===== src/rtl/pattern_detect_ctrl.sv =====
// Programmable serial pattern detector with run control: loads pattern and run limits over a
// valid/ready config port, counts overlapping matches and stops on target, timeout or abort.
module pattern_detect_ctrl #(
    parameter int MAX_LEN = 8,
    parameter int CNT_W   = 8,
    parameter int TO_W    = 16
) (
    input  logic               clock,
    input  logic               reset,
    input  logic               cfg_valid,
    output logic               cfg_ready,
    input  logic [MAX_LEN-1:0] cfg_pattern,
    input  logic [3:0]         cfg_len,
    input  logic [CNT_W-1:0]   cfg_target,
    input  logic [TO_W-1:0]    cfg_timeout,
    input  logic               start,
    input  logic               abort,
    input  logic               bit_valid,
    input  logic               bit_in,
    output logic               busy,
    output logic               done,
    output logic [1:0]         status,
    output logic               match_pulse,
    output logic [CNT_W-1:0]   match_count
);

    typedef enum logic [1:0] {S_IDLE, S_SCAN, S_DONE} state_t;

    localparam logic [1:0] ST_NONE    = 2'b00;
    localparam logic [1:0] ST_TARGET  = 2'b01;
    localparam logic [1:0] ST_TIMEOUT = 2'b10;
    localparam logic [1:0] ST_ABORT   = 2'b11;

    localparam logic [CNT_W-1:0] CNT_ONE = CNT_W'(1);
    localparam logic [TO_W-1:0]  TO_ONE  = TO_W'(1);
    localparam logic [3:0]       LEN_MAX = 4'(MAX_LEN);

    state_t             state;
    logic [MAX_LEN-1:0] pat_q;
    logic [3:0]         len_q;
    logic [CNT_W-1:0]   target_q;
    logic [TO_W-1:0]    timeout_q;
    logic [MAX_LEN-1:0] shift_q;
    logic [3:0]         fill_q;
    logic [TO_W-1:0]    timer_q;

    logic [MAX_LEN-1:0] len_mask;
    logic [MAX_LEN-1:0] shift_nxt;
    logic [3:0]         fill_nxt;
    logic [3:0]         len_clamped;
    logic [CNT_W-1:0]   count_inc;
    logic [TO_W-1:0]    timer_inc;
    logic               is_match;
    logic               target_hit;
    logic               timeout_hit;

    // NOTE: every signal gets a default at the top of the block so no path can infer a latch.
    always_comb begin
        len_mask = '0;
        for (int i = 0; i < MAX_LEN; i++) begin
            len_mask[i] = (4'(i) < len_q);
        end
        shift_nxt   = {shift_q[MAX_LEN-2:0], bit_in};
        fill_nxt    = (fill_q < len_q) ? fill_q + 4'd1 : fill_q;
        is_match    = (fill_nxt >= len_q) && ((shift_nxt & len_mask) == (pat_q & len_mask));
        count_inc   = (match_count == '1) ? match_count : match_count + CNT_ONE;
        target_hit  = (target_q != '0) && (count_inc == target_q);
        timer_inc   = timer_q + TO_ONE;
        timeout_hit = (timeout_q != '0) && (timer_inc == timeout_q);
        len_clamped = (cfg_len > LEN_MAX) ? LEN_MAX : cfg_len;
    end

    // NOTE: state is updated with non-blocking assignments so every register samples pre-edge values.
    always_ff @(posedge clock or posedge reset) begin
        if (reset) begin
            state       <= S_IDLE;
            // NOTE: the stored config is reset too, so start stays dead until a fresh config arrives.
            pat_q       <= '0;
            len_q       <= '0;
            target_q    <= '0;
            timeout_q   <= '0;
            shift_q     <= '0;
            fill_q      <= '0;
            timer_q     <= '0;
            cfg_ready   <= 1'b1;
            busy        <= 1'b0;
            done        <= 1'b0;
            status      <= ST_NONE;
            match_pulse <= 1'b0;
            match_count <= '0;
        end else begin
            match_pulse <= 1'b0;
            case (state)
                S_IDLE, S_DONE: begin
                    if (cfg_valid) begin
                        // A config load wins over a same-cycle start and drops any held result.
                        pat_q       <= cfg_pattern;
                        len_q       <= len_clamped;
                        target_q    <= cfg_target;
                        timeout_q   <= cfg_timeout;
                        state       <= S_IDLE;
                        done        <= 1'b0;
                        status      <= ST_NONE;
                        match_count <= '0;
                    end else if (start && (len_q != '0)) begin
                        state       <= S_SCAN;
                        busy        <= 1'b1;
                        done        <= 1'b0;
                        cfg_ready   <= 1'b0;
                        status      <= ST_NONE;
                        shift_q     <= '0;
                        fill_q      <= '0;
                        timer_q     <= '0;
                        match_count <= '0;
                    end
                end
                S_SCAN: begin
                    if (abort) begin
                        state     <= S_DONE;
                        busy      <= 1'b0;
                        done      <= 1'b1;
                        cfg_ready <= 1'b1;
                        status    <= ST_ABORT;
                    end else begin
                        timer_q <= timer_inc;
                        if (bit_valid) begin
                            shift_q <= shift_nxt;
                            fill_q  <= fill_nxt;
                            if (is_match) begin
                                match_pulse <= 1'b1;
                                match_count <= count_inc;
                            end
                        end
                        if (bit_valid && is_match && target_hit) begin
                            state     <= S_DONE;
                            busy      <= 1'b0;
                            done      <= 1'b1;
                            cfg_ready <= 1'b1;
                            status    <= ST_TARGET;
                        end else if (timeout_hit) begin
                            state     <= S_DONE;
                            busy      <= 1'b0;
                            done      <= 1'b1;
                            cfg_ready <= 1'b1;
                            status    <= ST_TIMEOUT;
                        end
                    end
                end
                default: state <= S_IDLE;
            endcase
        end
    end

endmodule

===== config.mk =====
export PLATFORM = sky130hd
export DESIGN_NAME = pattern_detect_ctrl
export DESIGN_NICKNAME = d
export VERILOG_FILES = /design/src/rtl/pattern_detect_ctrl.sv
export SDC_FILE = /design/constraint.sdc
export NUM_CORES = 1
export LEC_CHECK = 0
export ABC_AREA = 1
export BUFFER_PORTS_ARGS = -buffer_cell sky130_fd_sc_hd__buf_2
export CAP_MARGIN = 5
export CORE_ASPECT_RATIO = 1.25
export CORE_MARGIN = 5
export CORE_UTILIZATION = 30
export DETAILED_ROUTE_END_ITERATION = 6
export SLEW_MARGIN = 20
export SYNTH_ARGS = -nofsm -noshare
export SYNTH_HDL_FRONTEND = slang
export SYNTH_SLANG_ARGS = --single-unit

===== constraint.sdc =====
create_clock -name clock -period 3.1 [get_ports clock]
set_clock_uncertainty 0.15 [all_clocks]
set_input_delay 0.62 -clock clock [delete_from_list [all_inputs] [get_ports clock]]
set_output_delay 0.62 -clock clock [all_outputs]
set_load 0.01 [all_outputs]

# Yosys cells after proc, flatten, opt, wreduce, memory -nomap -nowiden
# Index checks and enable logic that the tools add are counted.
totals:
  in_bits: 43
  wordCells: 113
  regBits: 79
classes:
  n_lt_le_gt_ge: 11
  n_reduce_logical: 19
  muxes: 51
  n_addsub: 3
  eq_ne: 13
  n_bitwise: 2
ops:
  columns: ["op", "n"]
  rows:
  - ["16-bit two-way mux", 3]
  - ["8-bit two-way mux", 6]
  - ["16-bit one-hot mux with 2 select lines", 1]
  - ["4-bit two-way mux", 6]
  - ["7-bit two-way mux", 3]
  - ["2-bit two-way mux", 9]
  - ["16-bit by 1-bit adder with 16-bit output (second input constant)", 1]
  - ["8-bit AND", 2]
  - ["16-bit == test", 1]
  - ["8-bit == test", 2]
  - ["3-bit by 4-bit < comparator with 1-bit output (first input constant)", 4]
  - ["8-bit one-hot mux with 2 select lines", 1]
  - ["16-bit nonzero test", 1]
  - ["1-bit two-way mux", 15]
  - ["7-bit one-hot mux with 2 select lines", 1]
  - ["2-bit != test (second input constant)", 5]
  - ["5-bit AND reduction", 2]
  - ["8-bit by 1-bit adder with 8-bit output (second input constant)", 1]
  - ["8-bit == test (second input constant)", 1]
  - ["1-bit by 4-bit < comparator with 1-bit output (first input constant)", 2]
  - ["2-bit by 4-bit < comparator with 1-bit output (first input constant)", 2]
  - ["2-bit one-hot mux with 2 select lines", 2]
  - ["4-bit one-hot mux with 2 select lines", 1]
  - ["4-bit AND reduction", 2]
  - ["17 further kinds", 25]

# Logic depth before layout (Yosys ltp)
# Gate-level depths: netlist (run 1).
depth:
  depth_word: 9
  depth_mapped: 19

# Worst setup path before layout (run 1)
# OpenSTA, ideal clock, no wires.
synth_path:
  path_type: "reg-to-reg"
  start: "register len_q[1]"
  end: "register match_count[0]"
  required_time_ns: 2.817
  setup_time_ns: 0.133
  stages_incl_launch_ff: 17
  path_slack_ns: 0.167
  synth_period_minus_slack_ns: 2.933
  t_arrival_ns: 2.651
  path_buffers: 0
  cell_sequence: "dfrtp_1 inv_1 ha_1 a21boi_0 o211ai_1 nand2_1 nor4_1 xor2_1 inv_1 ha_1 o211ai_1 nand3_1 nand3_1 nor2_1 nor2_1 nor2_1 o21ai_0"
synth_between:
  elab_chain_len: 6
  word_cells_on_any_way: 20
  classes_between: "order compare: 10; eq/ne: 3; mux: 1; bitwise: 2; reduce/logical: 4"
synth_lines:
  columns: ["element", "line_no", "source"]
  rows:
  - ["start: declaration", "40", "logic [3:0] len_q;"]
  - ["start signal: assignment", "98", "len_q <= len_clamped;"]
  - ["4-bit < comparator, or another cell as far along", "64", "fill_nxt = (fill_q < len_q) ? fill_q + 4'd1 : fill_q;"]
  - ["4-bit two-way mux / 8-bit AND (equally long branches)", "64, 65", null]
  - ["4-bit >= comparator / 8-bit == test (equally long branches)", "65", "is_match = (fill_nxt >= len_q) && ((shift_nxt & len_mask) == (pat_q & len_mask));"]
  - ["1-bit logical AND", "65", null]
  - ["2-bit != test (no source line)", null, null]
  - ["5-bit AND reduction (no source line) (*)", null, null]
  - ["end signal: assignment", "131", "match_count <= count_inc;"]
  - ["end: declaration", "24", "output logic [CNT_W-1:0] match_count"]
# Mark *: on every way between the ends. The rest lies on a longest branch, timed or not.
# A chain may end at the register's enable or synchronous reset.

# Final worst setup path (run 1)
layout_path:
  start: "register fill_q[1]"
  end: "register status[0]"
layout_between:
  elab_chain_len: 9
  word_cells_on_any_way: 12
  classes_between: "add/sub: 1; order compare: 2; eq/ne: 1; mux: 4; reduce/logical: 4"
layout_lines:
  columns: ["element", "line_no", "source"]
  rows:
  - ["start: declaration", "44", "logic [3:0] fill_q;"]
  - ["start signal: assignment", "128", "fill_q <= fill_nxt;"]
  - ["4-bit by 1-bit adder with 4-bit output / 4-bit < comparator (equally long branches)", "64", null]
  - ["4-bit two-way mux (*)", "64", null]
  - ["4-bit >= comparator (*)", "65", null]
  - ["1-bit logical AND (*)", "65", null]
  - ["1-bit logical AND (*) (2 in a row)", "134", "if (bit_valid && is_match && target_hit) begin"]
  - ["2-bit two-way mux", "134", null]
  - ["2-bit two-way mux", "118", "if (abort) begin"]
  - ["2-bit one-hot mux with 2 select lines", "93", "case (state)"]
  - ["end signal: assignment", "103", "status <= ST_NONE;"]
  - ["end signal: assignment", "123", "status <= ST_ABORT;"]
  - ["end signal: assignment", "139", "status <= ST_TARGET;"]
  - ["end: declaration", "22", "output logic [1:0] status,"]
# Marked as above.

==> parameters.txt, run 1 <==
Parameter                              Value

STA
  Minimum period implied by the final worst setup slack ... 3.06 ns
  Max Fclk ... 327 MHz
  Headroom to the max-slew limit ... 0.598
  Unrepaired setup endpoints after global routing ... yes
  Setup violation total in the final timing report ... 0
  Hold Violations, Final ... 0
  Ratio of final minimum period to clock period ... 0.988
  Transition time at the pin with the least slew margin ... 0.597 ns
  Max Transition Viols Final ... 0

Floorplan
  Effective utilization at floorplan ... 0.306
  Area of the core ... 15000 sq um
  Horizontal die dimension ... 120 microns
  I/O Pins ... 57
  Num rows ... 50
  Vert. Die Dim ... 148 microns
  Die Area ... 17800 sq um

Clock network
  Cts bufs inserted ... 9
  Number of clock sinks seen by CTS ... 79
  Number of H-tree levels ... 3
  Library cell used as clock root buffer ... clkbuf_16
  Clock tree from TritonCTS ... yes
  Deepest clock path buffer count ... 2
  Worst-skew pair later-pin latency ... 0.34 ns
  Clock-pin slew reported for the worst setup and hold paths after clock tree synthesis ... 0.06 ns

Worst hold path
  Hold Crit Class ... in2async

Logic synthesis
  Register area share after synthesis ... 0.433
  Largest cells by area after synthesis ... dfrtp_1 (43%), nand2_1 (16%), nand3_1 (6.6%)
  Avg Inst Size Synth ... 7.39 sq um
  Share of async-settable or async-resettable flops after synthesis ... 1.00
  Most numerous cell types in the synthesized netlist ... nand2_1 (199), dfrtp_1 (78), inv_1 (76), nand3_1 (60), nor2_1 (54)
  Library cell with the highest instance count after synthesis ... nand2_1
  Seq cells post-synth ... 79
  Yosys warns ... 0
  Synthesized area ... 4570 sq um
  Area leader, netlist ... dfrtp_1
  Share of the synthesized area in the top cell type ... 0.427
  Number of instances in the synthesized netlist ... 619
  Distinct cell type count after synthesis ... 36
  Number of flops mapped to enable cells by yosys ... 0
  Top FF cell, synth ... dfrtp_1
  Nets in the synthesized netlist ... 672

Global routing
  Pin count of the biggest net entering global routing ... 25
  Number of global-route vias before repair ... 4065
  Wire length of the first global-routing pass ... 19900 microns
  Initial antenna violation count ... 0
  Overflow left after global routing ... 0
  Aggregate global-route resource usage ... 0.140

Worst setup path
  Crit path launch type ... flop
  Maximum single-stage delay on the critical path ... 0.41 ns
  Cell type of the slowest stage on the worst timing path ... dfrtp_1
  Maximum fanout encountered on the critical timing path ... 5
  Cell family with the largest share of critical-path delay ... simple AND/OR/NAND/NOR gates
  Data required, critical path ... 3.18 ns
  Arrival time at the worst endpoint ... 3.14 ns
  Buffer and inverter count on the worst path ... 1
  Critical path endpoint category ... flop
  Worst-path cell chain ... ha_4 > a21boi_1 > o211ai_1 > nand2_1 > nor4_2 > xor2_1 > inv_1 > ha_4 > o211ai_1 > nand3_1 > nand3_2 > nor2_4 > nand3_2 > nand3_4 > nand2_4 > nand2_1 > nand2_1
  Most repeated library cell on the critical path ... nand2_1
  Startpoint of the lowest-slack register-to-register path ... fill_q[1]
  Crit path launch ... fill_q[1]
  Kind of critical path ... reg2reg

Layout
  Number of cells in the finished layout apart from fillers ... 878
  Diodes inserted ... 0
  Final non-filler cell area ... 5530 sq um
  Layout cell share with drive strength beyond 1 ... 0.172
  Layout filler cell count ... 1542
  Number of nets in the layout ... 744
  Finished Core Util ... 0.370
  Layout overhead on the synthesized area ... 21.0%

Pwr
  Combinational fraction of design power ... 0.276
  Worst IR Drop VDD ... 263 uV
  Switching power as a share of total power ... 0.330
  Standby leakage power ... 0.00282 uW
  Switching component of the power ... 1130 uW
  Part of the total power dissipated in sequential elements ... 0.401
  Total Power Consumption ... 3420 uW
  Power per unit of standard cell area ... 619 nW/um^2
  Clock power share ... 0.323
  Internal ... 2290 uW

Drt
  Routed wire length ... 11900 microns
  Routed length on met2 ... 6040 microns
  Met3 wire length ... 362 microns
  Drt initial violations ... 147
  DR vias/cell ... 4.70
  Count of unresolved DRC violations after routing ... 0
  First-pass iteration count of the detailed router ... 4
  Highest metal layer used by the detailed router ... met4
  Via count ... 4128
  Post-route met1 wirelength ... 5220 microns
  Remaining number of nets flagged by the antenna check after routing ... 0
  Average wire length per cell after detail routing ... 13.5 microns

Place
  HPWL Detailed ... 9160 microns
  Port Buf Inserts ... 56
  Standard cell area after detailed placement ... 5140 sq um
  Cell Count Post-Placement ... 859
  Weighted congestion at the end of routability-driven global placement ... 0.829

Status
  Run status ... completed

Job
  Count of max-cap constraint violations ... 0
-- cells in the final DEF, fill, tap and decap left out, types with 9 or more instances in the layout --
| master | n |
|---|---|
| o21ai_0 | 34 |
| o22ai_1 | 22 |
| buf_2 | 56 |
| nand2_1 | 198 |
| buf_4 | 15 |
| dfrtp_1 | 78 |
| clkbuf_16 | 9 |
| nand4_1 | 10 |
| xor2_1 | 15 |
| nor2_1 | 51 |
| inv_1 | 74 |
| nand3_1 | 59 |
-- through the flow --
stage / TNS [ns] / hold WS, ns / setup slack (ns)
2_1_floorplan: 0 / 0.309 / 0.167
3_3_place_gp: 0 / 0.308 / 0.0140
3_5_place_dp: -0.121 / 0.313 / -0.0271
4_1_cts: 0 / 0.0903 / 0.0703
5_1_grt: -1.70 / 0.0982 / -0.163
6_report: 0 / 0.0821 / 0.0373
-- flip-flops by register name, summed over array words and instances (netlist names) --
name	cells
done	1
target_q	8
timeout_q	16
shift_q	7
len_q	4
match_pulse	1
status	2
fill_q	4
timer_q	16
cfg_ready	1
busy	1
state	2
match_count	8
pat_q	8
-- power groups by stage --
stage	logic [uW]	clock network [uW]	registers, uW
3_3_place_gp	901	0	1390
6_report	945	1100	1370
4_1_cts	913	1120	1370
5_1_grt	1090	1190	1400
3_5_place_dp	906	0	1390
2_1_floorplan	650	0	1350
-- worst register-to-register path, delay by kind of cell (launching register included) --
family          cells  cell delay (ns)
simple gates       10             1.21
fa+ha+maj           2             0.51
flops               1             0.41
compound gates      3             0.39
xor+xnor            1             0.21
buf+inv             1             0.10
-- cells by family (layout without fill, tap and decap cells) --
kind of cell    after synthesis  count (layout)  share of synthesized area
fa+ha+maj                    10              10                     0.0274
flops                        79              79                      0.433
buf+inv                      89             166                     0.0741
simple gates                354             354                      0.344
compound gates               69              69                     0.0845
xor+xnor                     18              18                     0.0375
-- metal layers --
| metal | global-route usage | vias to the layer above |
|---|---|---|
| met5 | 0 | - |
| met4 | 0.0442 | 0 |
| met3 | 0.0314 | 16 |
| met2 | 0.240 | 69 |
| met1 | 0.174 | 1909 |
| li1 | - | 2134 |
-- worst paths after layout --
path | cells after the start | endpoint | slack [ns]
setup / recovery | 17 | status[0] | 0.04
hold / removal | 2 | pat_q[0] | 0.08
setup reg to reg | 17 | status[0] | 0.04
hold reg to reg | 2 | cfg_ready | 0.32
max in group asynchronous | 3 | cfg_ready | 2.08
min in group clock | 2 | cfg_ready | 0.32
-- area by class of cell --
type	count	area, sq um	share of cell area
clock inverters	4	70.1	0.0127
inverters	79	298	0.0538
clock buffers	12	236	0.0427
repair buffers	71	393	0.0710
multi-input cells	451	2330	0.421
well taps	182	228	0.0412
flip-flops and latches	79	1980	0.358
-- timing repair --
action,CTS,global route
setup buffers,0,3
pin swaps,0,13
hold buffers,0,0
setup endpoints to repair,7,16
gates resized for setup,1,13
Power figures use the tool's default switching activity.
==> run 2: changes to the inputs <==
- SETUP_SLACK_MARGIN: default -> 0.4
- SLEW_MARGIN: 20 -> 10
==> run 2 against run 1 <==
Setup slack gained 0.13 ns. Largest power group unchanged. Critical endpoint is now match_count[1]. Non-clock buffer count up 1. Worst hold slack better by 0.19 ns.
==> parameters.txt, run 2 (synthesis results as in run 1) <==
Parameter                              Value

STA
  Hold Violations, Final ... 0 (unchanged)
  Max Transition Viols Final ... 0 (unchanged)
  Headroom to the max-slew limit ... 0.482 (was 0.598)
  Minimum period implied by the final worst setup slack ... 2.94 ns (was 3.06 ns)
  Transition time at the pin with the least slew margin ... 0.776 ns (was 0.597 ns)
  Ratio of final minimum period to clock period ... 0.948 (was 0.988)
  Unrepaired setup endpoints after global routing ... yes (unchanged)
  Setup violation total in the final timing report ... 0 (unchanged)
  Max Fclk ... 340 MHz (was 327 MHz)

Global routing
  Met3 usage ... 0.0184 (was 0.0314)
  Number of global-route vias before repair ... 4237 (was 4065)
  Wire length of the first global-routing pass ... 20400 microns (was 19900 microns)
  Overflow left after global routing ... 0 (unchanged)
  Busiest grt layer ... met2 (unchanged)
  Met2 global-route usage ... 0.242 (was 0.240)
  Pin count of the biggest net entering global routing ... 34 (was 25)
  Met1 routing resource usage after global routing ... 0.181 (was 0.174)
  Aggregate global-route resource usage ... 0.142 (was 0.140)
  Initial antenna violation count ... 0 (unchanged)

Pwr
  Worst IR Drop VDD ... 242 uV (was 263 uV)
  Power per unit of standard cell area ... 638 nW/um^2 (was 619 nW/um^2)
  Standby leakage power ... 0.00284 uW (was 0.00282 uW)
  Total Power Consumption ... 3570 uW (was 3420 uW)

Drt
  Drt initial violations ... 191 (was 147)
  First-pass iteration count of the detailed router ... 5 (was 4)
  DR vias/cell ... 4.83 (was 4.70)
  Average wire length per cell after detail routing ... 13.8 microns (was 13.5 microns)
  Remaining number of nets flagged by the antenna check after routing ... 0 (unchanged)
  Routed wire length ... 12200 microns (was 11900 microns)
  Count of unresolved DRC violations after routing ... 0 (unchanged)
  Via count ... 4246 (was 4128)

Status
  Run status ... completed (unchanged)

Worst hold path
  Hold Crit Class ... in2async (unchanged)

Worst setup path
  Critical path endpoint category ... flop (unchanged)
  Kind of critical path ... reg2reg (unchanged)
  Most repeated library cell on the critical path ... nor2_2 (was nand2_1)
  Cell type of the slowest stage on the worst timing path ... dfrtp_1 (unchanged)
  Crit path launch type ... flop (unchanged)
  Cell family with the largest share of critical-path delay ... simple AND/OR/NAND/NOR gates (unchanged)
  Arrival time at the worst endpoint ... 3.01 ns (was 3.14 ns)
  Maximum single-stage delay on the critical path ... 0.36 ns (was 0.41 ns)
  Data required, critical path ... 3.17 ns (was 3.18 ns)
  Worst-path cell chain ... inv_2 > ha_1 > a21boi_1 > o211ai_1 > nand2_1 > nor4_2 > xor2_1 > inv_1 > ha_4 > nand4_1 > nand3_2 > nand3_4 > nor2_2 > nor2_2 > nor2_4 > o22ai_1 (was ha_4 > a21boi_1 > o211ai_1 > nand2_1 > nor4_2 > xor2_1 > inv_1 > ha_4 > o211ai_1 > nand3_1 > nand3_2 > nor2_4 > nand3_2 > nand3_4 > nand2_4 > nand2_1 > nand2_1)
  Buffer and inverter count on the worst path ... 2 (was 1)
  Maximum fanout encountered on the critical timing path ... 7 (was 5)

Clock network
  Worst-skew pair later-pin latency ... 0.34 ns (about the same)
  Number of clock sinks seen by CTS ... 79 (unchanged)
  Clock tree from TritonCTS ... yes (unchanged)
  Deepest clock path buffer count ... 2 (unchanged)
  Library cell used as clock root buffer ... clkbuf_16 (unchanged)
  Clock-pin slew reported for the worst setup and hold paths after clock tree synthesis ... 0.06 ns (about the same)
  Hold-fix buffers at CTS ... 0 (unchanged)
  Cts bufs inserted ... 9 (unchanged)
  Number of H-tree levels ... 3 (unchanged)

Layout
  Sequential Area ... 1980 sq um (unchanged)
  Layout filler cell count ... 1566 (was 1542)
  Area used by multi-input combinational logic ... 2340 sq um (was 2330 sq um)
  Top flop regs ... timeout_q (16), timer_q (16) (unchanged)
  Diodes inserted ... 0 (unchanged)
  Layout cell share with drive strength beyond 1 ... 0.184 (was 0.172)
  Most frequent standard cell in the layout excluding fill and tap cells ... nand2_1 (unchanged)
  Number of cells in the finished layout apart from fillers ... 879 (was 878)
  Layout overhead on the synthesized area ... 22.5% (was 21.0%)
  Leading cell types in the layout, fill and taps excluded ... nand2_1 (197), dfrtp_1 (78), inv_1 (74) (was nand2_1 (198), dfrtp_1 (78), inv_1 (74))
  Number of nets in the layout ... 745 (was 744)

Floorplan
  I/O Pins ... 57 (unchanged)
  Die Area ... 17800 sq um (unchanged)
  Num rows ... 50 (unchanged)
  Vert. Die Dim ... 148 microns (unchanged)
  Horizontal die dimension ... 120 microns (unchanged)
  Area of the core ... 15000 sq um (unchanged)
  Effective utilization at floorplan ... 0.306 (unchanged)

Place
  Cell Count Post-Placement ... 856 (was 859)
  Weighted congestion at the end of routability-driven global placement ... 0.901 (was 0.829)
  HPWL Detailed ... 9210 microns (was 9160 microns)
  Port Buf Inserts ... 56 (unchanged)

Job
  Count of max-cap constraint violations ... 0 (unchanged)
[run 2: cell types whose count changed in the layout (fill, tap and decap cells not counted), sizes merged]
cell and change:
clkinv -2, clkinvlp +2, buf +1
[run 2: final timing paths]
| kind | start | to | slack [ns] | depth (start not counted) |
|---|---|---|---|---|
| setup / recovery | len_q[1] | match_count[1] | 0.16 | 16 |
| hold / removal | reset | timeout_q[15] | 0.27 | 2 |
| setup reg to reg | len_q[1] | match_count[1] | 0.16 | 16 |
| hold reg to reg | cfg_ready | cfg_ready | 0.32 | 2 |
| max in group asynchronous | reset | fill_q[0] | 1.81 | 3 |
| min in group clock | cfg_ready | cfg_ready | 0.32 | 2 |
[run 2: through the flow]
| stage | area, sq um | setup TNS [ns] | util | setup slack (ns) | hold slack [ns] |
|---|---|---|---|---|---|
| after floorplan | 4600 | 0 | - | 0.306 | 0.309 |
| after global placement | 5160 | 0 | 0.345 | 0.142 | 0.306 |
| after detailed placement | 5160 | 0 | 0.345 | 0.0476 | 0.308 |
| after CTS | 5550 | 0 | 0.371 | 0.143 | 0.301 |
| after global routing | 5600 | -0.0210 | 0.375 | -0.0167 | 0.338 |
| final | 5600 | 0 | 0.375 | 0.162 | 0.268 |
[run 2: routing by layer]
metal | part of all wire | vias up
met5 | 0 | -
met1 | 0.46 | 1976
met2 | 0.48 | 109
met3 | 0.035 | 21
li1 | - | 2140
met4 | 0.023 | 0
[run 2: cell type report]
cell class,count,area share
flip-flops and latches,79,0.353
multi-input cells,451,0.418
inverters,79,0.0536
clock inverters,4,0.0136
clock buffers,12,0.0476
well taps,182,0.0406
repair buffers,72,0.0737
[run 2: where the power goes]
part	internal, uW	switching [uW]	total, uW	leakage, uW
sequential	1210	162	1370	0.00103
combinational	394	591	985	0.00165
clock	773	440	1210	0.000165
total	2380	1190	3570	0.00284
[run 2: worst reg2reg max path: stages (launching register included)]
cell and delay, ns:
dfrtp_1 0.36, inv_2 0.05, ha_1 0.27, a21boi_1 0.13
o211ai_1 0.17, nand2_1 0.13, nor4_2 0.18, xor2_1 0.22
inv_1 0.09, ha_4 0.28, nand4_1 0.09, nand3_2 0.10
nand3_4 0.10, nor2_2 0.15, nor2_2 0.06, nor2_4 0.20
o22ai_1 0.09
[run 2: repair_timing]
item / in CTS / in global routing
endpoints found under the hold margin: 0 / 0
pin swaps: 6 / 1
buffers inserted: 5 / 2
endpoints found under the setup margin: 16 / 16
resized for setup: 4 / 10
==> run 3: changes to the inputs <==
- BUFFER_PORTS_ARGS: -buffer_cell sky130_fd_sc_hd__buf_2 -> default
- DONT_BUFFER_PORTS: default -> 1
==> run 3 against run 2 <==
Sequential share of layout area rose by 1.7 points. Clock-buffer cell count decreased by 3. Sequential cell count unchanged. Clock power down 7%. Register-to-register slack got worse by 0.04 ns. Core utilization shrank 1.7 points. Largest cell class unchanged. Largest power group unchanged.
==> parameters.txt, run 3 (synthesis results as in run 1) <==
Parameter                              Value

Layout
  Leading cell types in the layout, fill and taps excluded ... nand2_1 (196), dfrtp_1 (78), inv_1 (74) (was nand2_1 (197), dfrtp_1 (78), inv_1 (74))
  Diodes inserted ... 0 (unchanged)
  Top flop regs ... timeout_q (16), timer_q (16) (unchanged)
  Most frequent standard cell in the layout excluding fill and tap cells ... nand2_1 (unchanged)
  Layout overhead on the synthesized area ... 17.0% (was 22.5%)
  Sequential Area ... 1980 sq um (unchanged)
  Number of nets in the layout ... 689 (was 745)
  Final non-filler cell area ... 5350 sq um (was 5600 sq um)
  Layout filler cell count ... 1555 (was 1566)
  Layout cell share with drive strength beyond 1 ... 0.120 (was 0.184)
  Area used by multi-input combinational logic ... 2390 sq um (was 2340 sq um)

Drt
  First-pass iteration count of the detailed router ... 4 (was 5)
  Routed wire length ... 11800 microns (was 12200 microns)
  Post-route met1 wirelength ... 5420 microns (was 5590 microns)
  Count of unresolved DRC violations after routing ... 0 (unchanged)
  DR vias/cell ... 4.82 (was 4.83)
  Drt initial violations ... 293 (was 191)
  Met3 wire length ... 566 microns (was 428 microns)
  Average wire length per cell after detail routing ... 14.4 microns (was 13.8 microns)
  Via count ... 3958 (was 4246)
  Remaining number of nets flagged by the antenna check after routing ... 0 (unchanged)
  Highest metal layer used by the detailed router ... met4 (unchanged)
  Routed length on met2 ... 5600 microns (was 5860 microns)

Floorplan
  Die Area ... 17800 sq um (unchanged)
  Area of the core ... 15000 sq um (unchanged)
  I/O Pins ... 57 (unchanged)
  Effective utilization at floorplan ... 0.306 (unchanged)
  Horizontal die dimension ... 120 microns (unchanged)
  Num rows ... 50 (unchanged)
  Vert. Die Dim ... 148 microns (unchanged)

Worst setup path
  Maximum fanout encountered on the critical timing path ... 5 (was 7)
  Reg2reg end ... match_count[5] (was match_count[1])
  Crit path launch ... len_q[1] (unchanged)
  Kind of critical path ... reg2reg (unchanged)
  Crit path launch type ... flop (unchanged)
  Startpoint of the lowest-slack register-to-register path ... len_q[1] (unchanged)
  Critical path endpoint category ... flop (unchanged)
  Arrival time at the worst endpoint ... 3.11 ns (was 3.01 ns)
  R2r worst-path depth ... 17 (was 16)
  Data required, critical path ... 3.23 ns (was 3.17 ns)
  Flop2flop setup slack ... 0.12 ns (was 0.16 ns)

Place
  Standard cell area after detailed placement ... 4850 sq um (was 5160 sq um)
  HPWL Detailed ... 8790 microns (was 9210 microns)
  Port Buf Inserts ... 0 (was 56)
  Weighted congestion at the end of routability-driven global placement ... 0.805 (was 0.901)

Global routing
  Initial antenna violation count ... 0 (unchanged)
  Aggregate global-route resource usage ... 0.141 (was 0.142)
  Pin count of the biggest net entering global routing ... 56 (was 34)
  Wire length of the first global-routing pass ... 20100 microns (was 20400 microns)
  Overflow left after global routing ... 0 (unchanged)
  Number of global-route vias before repair ... 4010 (was 4237)

Pwr
  Power per unit of standard cell area ... 653 nW/um^2 (was 638 nW/um^2)
  Total Power Consumption ... 3500 uW (was 3570 uW)
  Standby leakage power ... 0.00260 uW (was 0.00284 uW)
  Worst IR Drop VDD ... 339 uV (was 242 uV)

Clock network
  Clock-pin slew reported for the worst setup and hold paths after clock tree synthesis ... 0.06 ns (about the same)
  Clock tree from TritonCTS ... yes (unchanged)
  Worst-skew pair later-pin latency ... 0.35 ns (was 0.34 ns)
  Deepest clock path buffer count ... 2 (unchanged)
  Number of clock sinks seen by CTS ... 79 (unchanged)
  Library cell used as clock root buffer ... clkbuf_16 (unchanged)
  Cts bufs inserted ... 9 (unchanged)
  Number of H-tree levels ... 3 (unchanged)

STA
  Unrepaired setup endpoints after global routing ... yes (unchanged)
  Transition time at the pin with the least slew margin ... 0.578 ns (was 0.776 ns)
  Minimum period implied by the final worst setup slack ... 2.98 ns (was 2.94 ns)
  Hold Violations, Final ... 0 (unchanged)
  Hold Worst Slack ... 0.0420 ns (was 0.268 ns)
  Headroom to the max-slew limit ... 0.613 (was 0.482)
  Setup violation total in the final timing report ... 0 (unchanged)
  Max Fclk ... 336 MHz (was 340 MHz)
  Ratio of final minimum period to clock period ... 0.960 (was 0.948)
  Max Transition Viols Final ... 0 (unchanged)

Status
  Run status ... completed (unchanged)

Worst hold path
  Hold Crit Class ... in2async (unchanged)

Job
  Count of max-cap constraint violations ... 0 (unchanged)
## run 3: cell count changes in the layout (fill, tap and decap cells not counted), sizes merged
cell,change
buf,-56
clkbuf,-3
clkinv,+2
## run 3: how the worst max path moves through the flow
stage                                 to  slack (ns)  cells after the start
final                     match_count[5]        0.12                     17
after global routing           status[1]       -0.09                     18
after CTS                      status[1]        0.16                     18
after detailed placement  match_count[1]        0.02                     16
after global placement    match_count[0]         0.1                     16
after floorplan                     done        0.31                     18
## run 3: layout make-up
type | count | area share
Multi-Input combinational cell | 451 | 0.447
Sequential cell | 79 | 0.370
Inverter | 79 | 0.0561
Tap cell | 182 | 0.0426
Clock buffer | 9 | 0.0421
Timing Repair Buffer | 16 | 0.0262
Clock inverter | 6 | 0.0161
## run 3: layer usage
layer / global-route usage / vias up
li1: - / 2021
met1: 0.180 / 1838
met2: 0.231 / 83
met3: 0.0371 / 16
met4: 0.0510 / 0
met5: 0 / -
## run 3: repair_timing
item | 4_1_cts | 5_1_grt
endpoints found under the hold margin | 0 | 0
endpoints found under the setup margin | 16 | 16
setup buffers | 7 | 3
cloned | 0 | 0
pin swaps | 3 | 12
hold buffers | 0 | 0
gates resized for setup | 8 | 15
## run 3: metrics by stage
step | setup WS, ns | utilization | std cells | setup TNS, ns
CTS | 0.162 | 0.351 | 819 | 0
finish | 0.123 | 0.358 | 822 | 0
detailed placement | 0.0239 | 0.325 | 797 | 0
floorplan | 0.306 | - | 619 | 0
global placement | 0.0992 | 0.325 | 797 | 0
global route | -0.0881 | 0.358 | 822 | -0.821
## run 3: report_power, final
| group | switching (uW) | internal [uW] | total [uW] |
|---|---|---|---|
| clock network | 432 | 699 | 1130 |
| registers | 184 | 1210 | 1400 |
| logic | 574 | 394 | 968 |
## run 3: worst max-delay path: stages (launching register included)
cell	delay, ns
dfrtp_1	0.39
inv_2	0.09
ha_4	0.19
a21boi_2	0.14
o211ai_1	0.21
nand2_2	0.13
nor4_4	0.15
xor2_1	0.21
inv_1	0.10
ha_4	0.28
o211ai_1	0.08
nand3_1	0.13
nand3_4	0.11
buf_6	0.14
nor2_4	0.14
buf_6	0.15
nand3_2	0.06
o21ai_2	0.06
